File: config.mk
export PLATFORM = sky130hd
export DESIGN_NAME = countdown_timer
export DESIGN_NICKNAME = d
export VERILOG_FILES = /design/src/rtl/countdown_timer.sv
export SDC_FILE = /design/constraint.sdc
export NUM_CORES = 1
export LEC_CHECK = 0
export CAP_MARGIN = 20
export CORE_UTILIZATION = 35
export DETAILED_ROUTE_END_ITERATION = 8
export GPL_ROUTABILITY_DRIVEN = 0
export SETUP_SLACK_MARGIN = 0.3
export SLEW_MARGIN = 25
export SYNTH_ARGS = -nofsm -noshare
export SYNTH_HDL_FRONTEND = slang
export SYNTH_SLANG_ARGS = --single-unit
File: constraint.sdc
create_clock -name clk -period 2.8 [get_ports clk]
set_input_delay 0.28 -clock clk [delete_from_list [all_inputs] [get_ports clk]]
set_output_delay 0.28 -clock clk [all_outputs]
set_load 0.01 [all_outputs]
File: src/rtl/countdown_timer.sv
// countdown_timer: loadable two-digit BCD down-counting round timer.
// A clock-enable prescaler produces one count step every TICK_DIV cycles;
// the count decrements toward 00 and signals round end.
// Optional build macro: COUNTDOWN_AUTORELOAD_EN -- on reaching 00, reload the
// stored value and keep running instead of entering DONE (unless the stored
// value is 00).
module countdown_timer #(
    parameter int unsigned TICK_DIV = 50000
) (
    input  logic       clk,
    input  logic       reset,
    input  logic       load,
    input  logic [3:0] load_tens,
    input  logic [3:0] load_ones,
    input  logic       start,
    input  logic       pause,
    output logic [3:0] tens,
    output logic [3:0] ones,
    output logic       running,
    output logic       done,
    output logic       expired
);

    localparam int unsigned PRE_W = $clog2(TICK_DIV);
    localparam logic [PRE_W-1:0] PRE_LAST = PRE_W'(TICK_DIV - 1);

    typedef enum logic [1:0] {
        IDLE  = 2'd0,
        RUN   = 2'd1,
        PAUSE = 2'd2,
        DONE  = 2'd3
    } state_t;

    state_t           state, state_n;
    logic [PRE_W-1:0] pre, pre_n;
    logic [3:0]       tens_n, ones_n;
    logic             expired_n;
`ifdef COUNTDOWN_AUTORELOAD_EN
    logic [3:0]       rel_tens, rel_ones, rel_tens_n, rel_ones_n;
`endif

    // Digit values above 9 are clamped to 9 on load.
    function automatic logic [3:0] sat_bcd(input logic [3:0] d);
        return (d > 4'd9) ? 4'd9 : d;
    endfunction

    // State, count, prescaler and registered outputs.
    always_ff @(posedge clk) begin
        if (reset) begin
            state   <= IDLE;
            pre     <= '0;
            tens    <= 4'd0;
            ones    <= 4'd0;
            running <= 1'b0;
            done    <= 1'b0;
            expired <= 1'b0;
`ifdef COUNTDOWN_AUTORELOAD_EN
            rel_tens <= 4'd0;
            rel_ones <= 4'd0;
`endif
        end else begin
            state   <= state_n;
            pre     <= pre_n;
            tens    <= tens_n;
            ones    <= ones_n;
            running <= (state_n == RUN);
            done    <= (state_n == DONE);
            expired <= expired_n;
`ifdef COUNTDOWN_AUTORELOAD_EN
            rel_tens <= rel_tens_n;
            rel_ones <= rel_ones_n;
`endif
        end
    end

    // Next-state, next-count and expiry; priority load > pause > start > tick.
    always_comb begin
        logic [3:0] dec_tens;
        logic [3:0] dec_ones;
        logic       reach_zero;

        state_n    = state;
        pre_n      = pre;
        tens_n     = tens;
        ones_n     = ones;
        expired_n  = 1'b0;
        reach_zero = 1'b0;
`ifdef COUNTDOWN_AUTORELOAD_EN
        rel_tens_n = rel_tens;
        rel_ones_n = rel_ones;
`endif

        // Digit-wise BCD decrement with borrow from tens.
        if (ones != 4'd0) begin
            dec_ones = ones - 4'd1;
            dec_tens = tens;
        end else begin
            dec_ones = 4'd9;
            dec_tens = tens - 4'd1;
        end

        if (load) begin
            tens_n  = sat_bcd(load_tens);
            ones_n  = sat_bcd(load_ones);
            pre_n   = '0;
            state_n = IDLE;
`ifdef COUNTDOWN_AUTORELOAD_EN
            rel_tens_n = sat_bcd(load_tens);
            rel_ones_n = sat_bcd(load_ones);
`endif
        end else begin
            case (state)
                IDLE: begin
                    if (!pause && start) begin
                        if (tens == 4'd0 && ones == 4'd0) begin
                            reach_zero = 1'b1;
                        end else begin
                            state_n = RUN;
                            pre_n   = '0;
                        end
                    end
                end
                RUN: begin
                    if (pause) begin
                        state_n = PAUSE;
                    end else if (pre == PRE_LAST) begin
                        pre_n  = '0;
                        tens_n = dec_tens;
                        ones_n = dec_ones;
                        if (dec_tens == 4'd0 && dec_ones == 4'd0) begin
                            reach_zero = 1'b1;
                        end
                    end else begin
                        pre_n = pre + PRE_W'(1);
                    end
                end
                PAUSE: begin
                    if (!pause && start) begin
                        state_n = RUN;
                    end
                end
                default: begin
                end
            endcase

            // Count reached 00: pulse expired and either stop or reload.
            if (reach_zero) begin
                expired_n = 1'b1;
                state_n   = DONE;
                tens_n    = 4'd0;
                ones_n    = 4'd0;
`ifdef COUNTDOWN_AUTORELOAD_EN
                if (rel_tens != 4'd0 || rel_ones != 4'd0) begin
                    state_n = RUN;
                    pre_n   = '0;
                    tens_n  = rel_tens;
                    ones_n  = rel_ones;
                end
`endif
            end
        end
    end

endmodule

==> metrics.txt <==
status=completed; Setup TNS=0 ns; DR iter-0 viols=134; post-CTS resize count=0; FILL cells=495; vias in the first global route=1513; fin. max-slew vios=0; Leak=0.7002 nW; Initial Utilization=36.26%; Warnings, synthesis=0; Pwr Density=523.5 nW/um^2; Routed Antenna Nets=0; hold slack=0.4834 ns; initial antenna violation count=0; Core Box Area=4723 sq um; Post-Place Worst Slack=0.4737 ns; via count=1707; hold_buf cts=0; Chip Width=71.96 microns; FP Rows=25; TritonCTS clock tree=done; postcts setup bufs=0; critical path's slowest cell=or4b_4; largest net degree at the start of global routing=15; layout cells sized above 1=10.66%; Layout Nets=259; #FFs+latches synth=29; Hold Startpoint=pre[1]$_SDFFE_PP0P_; Req. time, crit path=2.98 ns; Post-synth ARST share=0%; height of the die=71.96 microns; syn avg cell area=7.930 sq um; Via density=5.489; critical path peak fanout=7; WP data arrival=2.36 ns; Max VDD drop=215.9 uV; Max-Cap Viols=0; period utilization=78.02%; number of diodes=0; Slew headroom=53.18%; Synthesized Nets=232; fin util=45.80%; half-perimeter wire length after placement=3121 microns; Top Ports=24; Min-Delay Path Class=flip-flop to flip-flop; IO buf count=23; crit path kind=flip-flop to flip-flop; routed wire length=4256 microns; Worst-Skew Late Latency=0.28 ns; Worst-path clk slew=0.07 ns; maximum clock frequency=457.8 MHz; total CTS buffers=5; Crit. End Element=flip-flop; Slew @ Worst Pin=0.6950 ns; All-Layer GR Usage=17.47%; final hold vios=0; # DRC=0; clock skew=0.005630 ns; H-tree Lvls=2; main flop type after synthesis=dfxtp_1; Die ar.=5178 sq um; EDFF count, synth=0; Routed WL per cell=13.68 microns; Post-Synthesis Cell Area=1713 sq um; cell count after synthesis=216; Final setup violation count=0; P&R area growth vs syn=26.30%; Critical Path Source=pre[4]$_SDFFE_PP0P_; sequential-to-total area share from yosys stat=33.89%; Clock Root Buffer=clkbuf_8; DRT Pass-1 Iters=5; post-synth cell types=49; CTS sink cnt=29; CP peak stage delay=0.58 ns; GR Overflow Total=0; CP startpoint kind=flip-flop; Final WS setup=0.6155 ns; crit-path cells=or4b_4 > nor4_4 > nand2_1 > o311a_1 > o22a_1; FF/Latch Area=580.6 sq um; RSZ-0062 raised after global routing=false; first-pass GRT wire length=7072 microns; post-route minimum period=2.185 ns; multi-input logic area=1060 sq um; Reg2Reg Launch Point=pre[4]$_SDFFE_PP0P_; worst-case clock buffer depth=2
where the power goes:
group / switching (W) / internal, W
combinational: 0.0000906 / 0.0000788
clock: 0.000170 / 0.000353
sequential: 0.0000164 / 0.000423
metrics by stage:
| stage | cells | instance area, sq um | total power, W |
|---|---|---|---|
| 2_1_floorplan | 216 | 1713 | 0.0005466 |
| 3_3_place_gp | 303 | 2029 | 0.0006156 |
| 3_5_place_dp | 303 | 2029 | 0.0006161 |
| 4_1_cts | 311 | 2163 | 0.001142 |
| 5_1_grt | 311 | 2163 | 0.001186 |
| 6_report | 311 | 2163 | 0.001132 |
path summary, 6_finish.rpt:
kind	endpoint	slack, ns	cells past startpoint
setup / recovery	tens[0]$_SDFFE_PP0P_	0.62	5
hold / removal	pre[1]$_SDFFE_PP0P_	0.48	2
setup reg to reg	tens[0]$_SDFFE_PP0P_	0.62	5
hold reg to reg	pre[1]$_SDFFE_PP0P_	0.48	2
flip-flops by register name (all words and copies together), names as in the netlist:
name	flops
state	2
expired	1
pre	16
tens	4
done	1
ones	4
running	1
layout by cell type (no fill, tap or decap), drive strengths merged, types with 2 or more instances in the layout:
cell type       n
clkbuf          5
and3            3
nand2          22
nand4           4
clkdlybuf4s50  23
or2             5
o21ai          14
nor3            9
inv            10
nor4b           2
nor4            9
nor3b           3
buf             5
a21oi          14
bufinv          2
a221oi          4
o31ai           2
and4            3
nand2b          2
nor2           24
nand3b          4
dfxtp          29
ha              3
nand4b          2
o21a            3
nand3           7
a31oi           4
xnor2          11
cells in the mapped netlist (2+ instances only):
cell | instances | area (sq um)
nor4_1 | 6 | 37.54
nor3_1 | 9 | 45.04
o21a_1 | 3 | 22.52
a21oi_1 | 14 | 70.07
dfxtp_1 | 29 | 580.6
nand2b_1 | 2 | 12.51
xnor2_1 | 11 | 96.34
nor3b_1 | 3 | 22.52
ha_1 | 3 | 37.54
nor4b_1 | 2 | 17.52
and4_2 | 2 | 20.02
nand3_1 | 7 | 35.03
o21ai_0 | 13 | 65.06
nand2_1 | 22 | 82.58
a221oi_1 | 3 | 26.28
nand4_1 | 4 | 25.02
and3_1 | 2 | 12.51
or2_2 | 4 | 25.02
nand3b_1 | 4 | 30.03
inv_1 | 10 | 37.54
a31oi_1 | 4 | 25.02
nand4b_1 | 2 | 17.52
nor4_2 | 2 | 25.02
o31ai_1 | 2 | 15.01
nor2_1 | 24 | 90.09
clkbuf_1 | 6 | 22.52
logic make-up (layout without fill, tap and decap cells):
group	count (synthesis)	count (layout)	synth area share, %
buf+inv	18	46	4.237
xor+xnor	11	11	5.624
flops	29	29	33.89
compound gates	51	51	19.50
simple gates	104	104	34.55
fa+ha+maj	3	3	2.192
worst max-delay path, delay by kind of cell (launching register included):
kind            cells  cell delay [ns]
simple gates        3             1.21
compound gates      2             0.52
flops               1             0.35
routing by layer:
layer	vias to the layer above	GRT usage (%)	wire length [microns]
met2	49	28.20	2005
li1	847	-	-
met1	807	22.81	2002
met3	4	5.000	217
met5	-	0	0
met4	0	5.011	29
cell type report:
cell class	instances	area share [%]
Clock buffer	5	3.181
Clock inverter	3	3.008
Inverter	10	1.735
Multi-Input combinational cell	169	48.99
Sequential cell	29	26.84
Tap cell	67	3.875
Timing Repair Buffer	28	12.38
No activity file was read; power rests on OpenSTA's default activity.
==> patch 1, RTL diff (config.mk and constraints unchanged) <==
The parameter `TICK_DIV` goes from 50000 to 12500.
--- a/src/rtl/countdown_timer.sv
+++ b/src/rtl/countdown_timer.sv
@@ -6,5 +6,5 @@
 // value is 00).
 module countdown_timer #(
-    parameter int unsigned TICK_DIV = 50000
+    parameter int unsigned TICK_DIV = 12500
 ) (
     input  logic       clk,
Function: no difference found for any inputs over 10 cycles, from zero or initial values and one cycle with reset high; that may be too few to reach the edited logic, so the function may still have changed.
==> patch 1 against the original RTL <==
Final area shrank 10%; via count shrank 5.0%; synthesized area shrank 3.6%; fmax grew 7.4%; setup slack gained 0.15 ns; sequential cell count shrank 2; routed wire length shrank 6.7%; sequential power shrank 5.5%; total power shrank 29%; critical endpoint is now pre[6]; synthesized cell count shrank 2.8%.
==> patch 1: results (changes against the original RTL) <==
* Status: finished clean
* Yosys cell types at 50 (+2.0%)
* Post-Synth Adder-Cell Area at 2.27% (+0.081 points)
* R2R cell count at 7 (+2)
* Synth Area in XOR/XNOR at 0.530% (-5.1 points)
* Total GRT Usage at 16.5% (-0.94 points)
* Ranking of synthesized cells by area: dfxtp_1 33%, a21oi_1 6.7%, nand2_1 5.2%
* Vias in the first global route at 1409 (-6.9%)
* Final setup skew at 0.0101 ns (+0.00450 ns)
* CTS clock-pin slew for the worst setup and hold paths at 0.10 ns (+0.03 ns)
* Nets at 245 (-5.4%)
* Syn avg cell area at 7.86 sq um (-0.82%)
* Layout cell share with drive strength beyond 1 at 8.33% (-2.3 points)
* Largest net degree at the start of global routing at 18 (+3)
* VDD IR max at 0.280 mV (+30%)
* Synth Area in Compound Gates at 23.3% (+3.8 points)
* Count of TritonRoute iterations in the first routing pass at 4 (-1)
* Post-synthesis sequential area ratio at 32.7% (-1.2 points)
* Iter 0 DRT Violations at 77 (-43%)
* Layout Cells excl Fill at 280 (-10%)
* Total clock buffers created by CTS at 3 (-2)
* Post-Route WL at 3970 microns (-6.7%)
* Fill count at 469 (-5.3%)
* DP Wirelength at 2850 microns (-8.7%)
* Syn nets at 226 (-2.6%)
* Commonest cells post-synth: 27 x dfxtp_1, 23 x nand2_1, 22 x a21oi_1
* Post-DP Area at 1890 sq um (-6.7%)
* Internal at 570 uW (-33%)
* CP max stage delay at 0.42 ns (-0.16 ns)
* Global-route wire length before repair at 6730 microns (-4.9%)
* Worst Tran Pin Value at 0.688 ns (-0.00735 ns)
* Crit path DAT at 2.19 ns (-0.17 ns)
* Slowest cell on crit path: dfxtp_1
* Htree depth at 1 (-1)
* Share of the synthesized area in the top cell type at 32.7% (-1.2 points)
* Mux cell area share after synthesis at 0.606% (+0.61 points)
* Biggest regs: pre (14), ones (4), tens (4)
patch 1: cells by family after synthesis:
kind of cell / after synthesis
AND/OR/NAND/NOR: 100
AO/OA/AOI/OAI: 62
flip-flops: 27
buffers and inverters: 16
adder cells (fa/ha/maj): 3
XOR/XNOR: 1
multiplexers: 1
patch 1: final timing paths:
| check | from | to | slack, ns |
|---|---|---|---|
| setup reg to reg | pre[0] | pre[6] | 0.77 |
| hold reg to reg | pre[13] | pre[13] | 0.51 |
| hold / removal | pre[13] | pre[13] | 0.51 |
| setup / recovery | pre[0] | pre[6] | 0.77 |
patch 1: tightest hold or removal path: cells and delay by family (launching register included):
kind	cells	cell delay (ns)
AOI/OAI and AO/OA	2	0.13
DFF	1	0.34
patch 1: area by class of cell:
class / count / area share (%)
multi-input cells: 167 / 53.0
flip-flops and latches: 27 / 27.9
repair buffers: 24 / 12.3
well taps: 52 / 3.35
clock buffers: 4 / 2.32
inverters: 6 / 1.16
patch 1: power by group through the flow:
| stage | clock network, uW | logic (uW) | registers (uW) |
|---|---|---|---|
| 2_1_floorplan | 0 | 98.7 | 419 |
| 3_3_place_gp | 0 | 154 | 424 |
| 3_5_place_dp | 0 | 154 | 424 |
| 4_1_cts | 240 | 155 | 415 |
| 5_1_grt | 251 | 172 | 418 |
| 6_report | 231 | 154 | 415 |
patch 1: routing by layer:
metal,routed length (microns),global-route usage [%],vias to the layer above
met2,1870,27.0,49
li1,-,-,813
met1,1800,22.4,756
met5,0,0,-
met4,27,4.00,0
met3,273,3.42,4
patch 1: stage by stage:
step           worst slack, ns  power, uW
2_1_floorplan             1.09        518
3_3_place_gp             0.788        578
3_5_place_dp             0.769        578
4_1_cts                  0.782        809
5_1_grt                  0.577        840
6_report                 0.765        800
==> patch 2, RTL diff (same flow settings) <==
Made on the original files. The 4 states of `state_t` get a Gray code encoding in 2 bits.
--- a/src/rtl/countdown_timer.sv
+++ b/src/rtl/countdown_timer.sv
@@ -26,8 +26,8 @@
 
     typedef enum logic [1:0] {
-        IDLE  = 2'd0,
-        RUN   = 2'd1,
-        PAUSE = 2'd2,
-        DONE  = 2'd3
+        IDLE  = 2'b00,
+        RUN   = 2'b01,
+        PAUSE = 2'b11,
+        DONE  = 2'b10
     } state_t;
 
Formal check against the unedited RTL: same outputs for any inputs over 10 cycles, from zero or initial values and one cycle with reset high; not proved beyond that.
==> patch 2 against the original RTL <==
Total power shrank 11%; routed wire length down 12%; sequential cell count unchanged; setup slack worse by 0.056 ns; critical endpoint is now pre[15]; final cell count decreased by 11%; highest routed layer unchanged; final area fell by 6.2%; synthesized area is 6.0% lower.
==> patch 2: results (changes against the original RTL) <==
* Status: finished clean
* Iter 0 DRT Violations at 82 (-39%)
* Critical-path maximum fanout at 5 (-2)
* Leakage at 0.000704 uW (+0.57%)
* CTS clock-pin slew for the worst setup and hold paths at 0.06 ns
* Total clock buffers created by CTS at 5 (unchanged)
* Clock Tree Root: clkbuf_8
* Crit path DAT at 2.45 ns (+0.09 ns)
* DP Wirelength at 2700 microns (-14%)
* Synth Area in Compound Gates at 20.3% (+0.78 points)
* PortBufs at 23 (unchanged)
* Setup bufs post-CTS at 0 (unchanged)
* Asr flop ratio synth at 0% (unchanged)
* Share of the synthesized area in the top cell type at 36.1% (+2.2 points)
* Clock latency on the worst-skew pair at 0.28 ns (about the same)
* Post-CTS sizing at 0 (unchanged)
* Post-Synth Adder-Cell Area at 2.33% (+0.14 points)
* Layout cell share with drive strength beyond 1 at 10.7% (+0.059 points)
* Yosys cell types at 50 (+2.0%)
* Final setup skew at 0.00485 ns (-0.000779 ns)
* Mux cell area share after synthesis at 0% (unchanged)
* VDD IR max at 0.218 mV (+0.80%)
* Count of TritonRoute iterations in the first routing pass at 4 (-1)
* Total GRT Usage at 16.5% (-0.95 points)
* Global-route wire length before repair at 6390 microns (-9.7%)
* Vias in the first global route at 1360 (-10%)
* Antenna cells at 0 (unchanged)
* Yosys Warn Count at 0 (unchanged)
* Headroom to the max-slew limit at 57.6% (+4.4 points)
* HP Class: reg2reg
* Post-synthesis sequential area ratio at 36.1% (+2.2 points)
* Commonest cells post-synth: 29 x dfxtp_1, 21 x nor2_1, 18 x nand2_1
* Vias at 1515 (-11%)
* Post-Route WL at 3740 microns (-12%)
* Biggest regs: pre (16), ones (4), tens (4)
* Bufs on Longest Clock Path at 2 (unchanged)
* Synth Area in XOR/XNOR at 6.53% (+0.90 points)
* Ranking of synthesized cells by area: dfxtp_1 36%, xor2_1 5.4%, nor2_1 4.9%
* Nets at 239 (-7.7%)
* Syn nets at 209 (-9.9%)
* Yosys top cell by area: dfxtp_1
patch 2: cell count changes in the layout (fill, tap and decap cells not counted), moves of 3 or more:
| cell | delta |
|---|---|
| nor3_1 | -8 |
| xor2_1 | +10 |
| nor2_1 | -3 |
| nor4_1 | -6 |
| o22ai_1 | +3 |
| nand4_1 | +3 |
| xnor2_1 | -9 |
| and3_1 | +4 |
| inv_1 | -4 |
| nand2_1 | -4 |
patch 2: power breakdown:
group	switching (uW)	internal (uW)
clock	159	222
sequential	16.5	425
combinational	90.2	90.0
total	266	737
patch 2: critical path: stages (launching register included):
cell and delay, ns:
dfxtp_1 0.37, inv_1 0.09, ha_1 0.17, nor4b_2 0.19, and2_4 0.19, or4_4 0.51
or4_1 0.51, a21oi_1 0.14
patch 2: metal layers:
layer	up-vias	share of wire [%]	global-route usage (%)	wire [microns]
met4	0	1.0	6.00	39
li1	762	-	-	-
met3	4	4.1	5.23	154
met2	32	42	23.7	1590
met5	-	0	0	0
met1	717	52	23.0	1960
patch 2: kinds of logic (layout without fill, tap and decap cells):
logic type               Yosys count  count (layout)
flip-flops                        29              29
adder cells (fa/ha/maj)            3               3
AND/OR/NAND/NOR                   89              89
buffers and inverters             12              43
AO/OA/AOI/OAI                     48              48
XOR/XNOR                          12              12
patch 2: layout make-up:
class,count,area (sq um)
clock buffer,7,96.3
inverter,6,22.5
tap,52,65.1
sequential,29,581
multi-input combinational,152,983
fill,434,2360
timing repair buffer,29,275
clock inverter,1,5.00
patch 2: path summary, 6_finish.rpt:
check / slack [ns] / end / depth (start not counted) / from
worst max-delay path: 0.56 / pre[15] / 7 / tens[1]
worst min-delay path: 0.52 / pre[14] / 2 / pre[14]
worst max register to register: 0.56 / pre[15] / 7 / tens[1]
worst min register to register: 0.52 / pre[14] / 2 / pre[14]
patch 2: through the flow:
stage          worst slack [ns]  area (sq um)  hold WS [ns]  instances  total power [uW]
6_report                  0.560          2030         0.515        276              1000
5_1_grt                   0.430          2030         0.557        276              1060
4_1_cts                   0.549          2030         0.519        276              1010
3_5_place_dp              0.580          1930         0.508        268               629
3_3_place_gp              0.604          1930         0.500        268               630
2_1_floorplan             0.596          1610         0.437        193               556
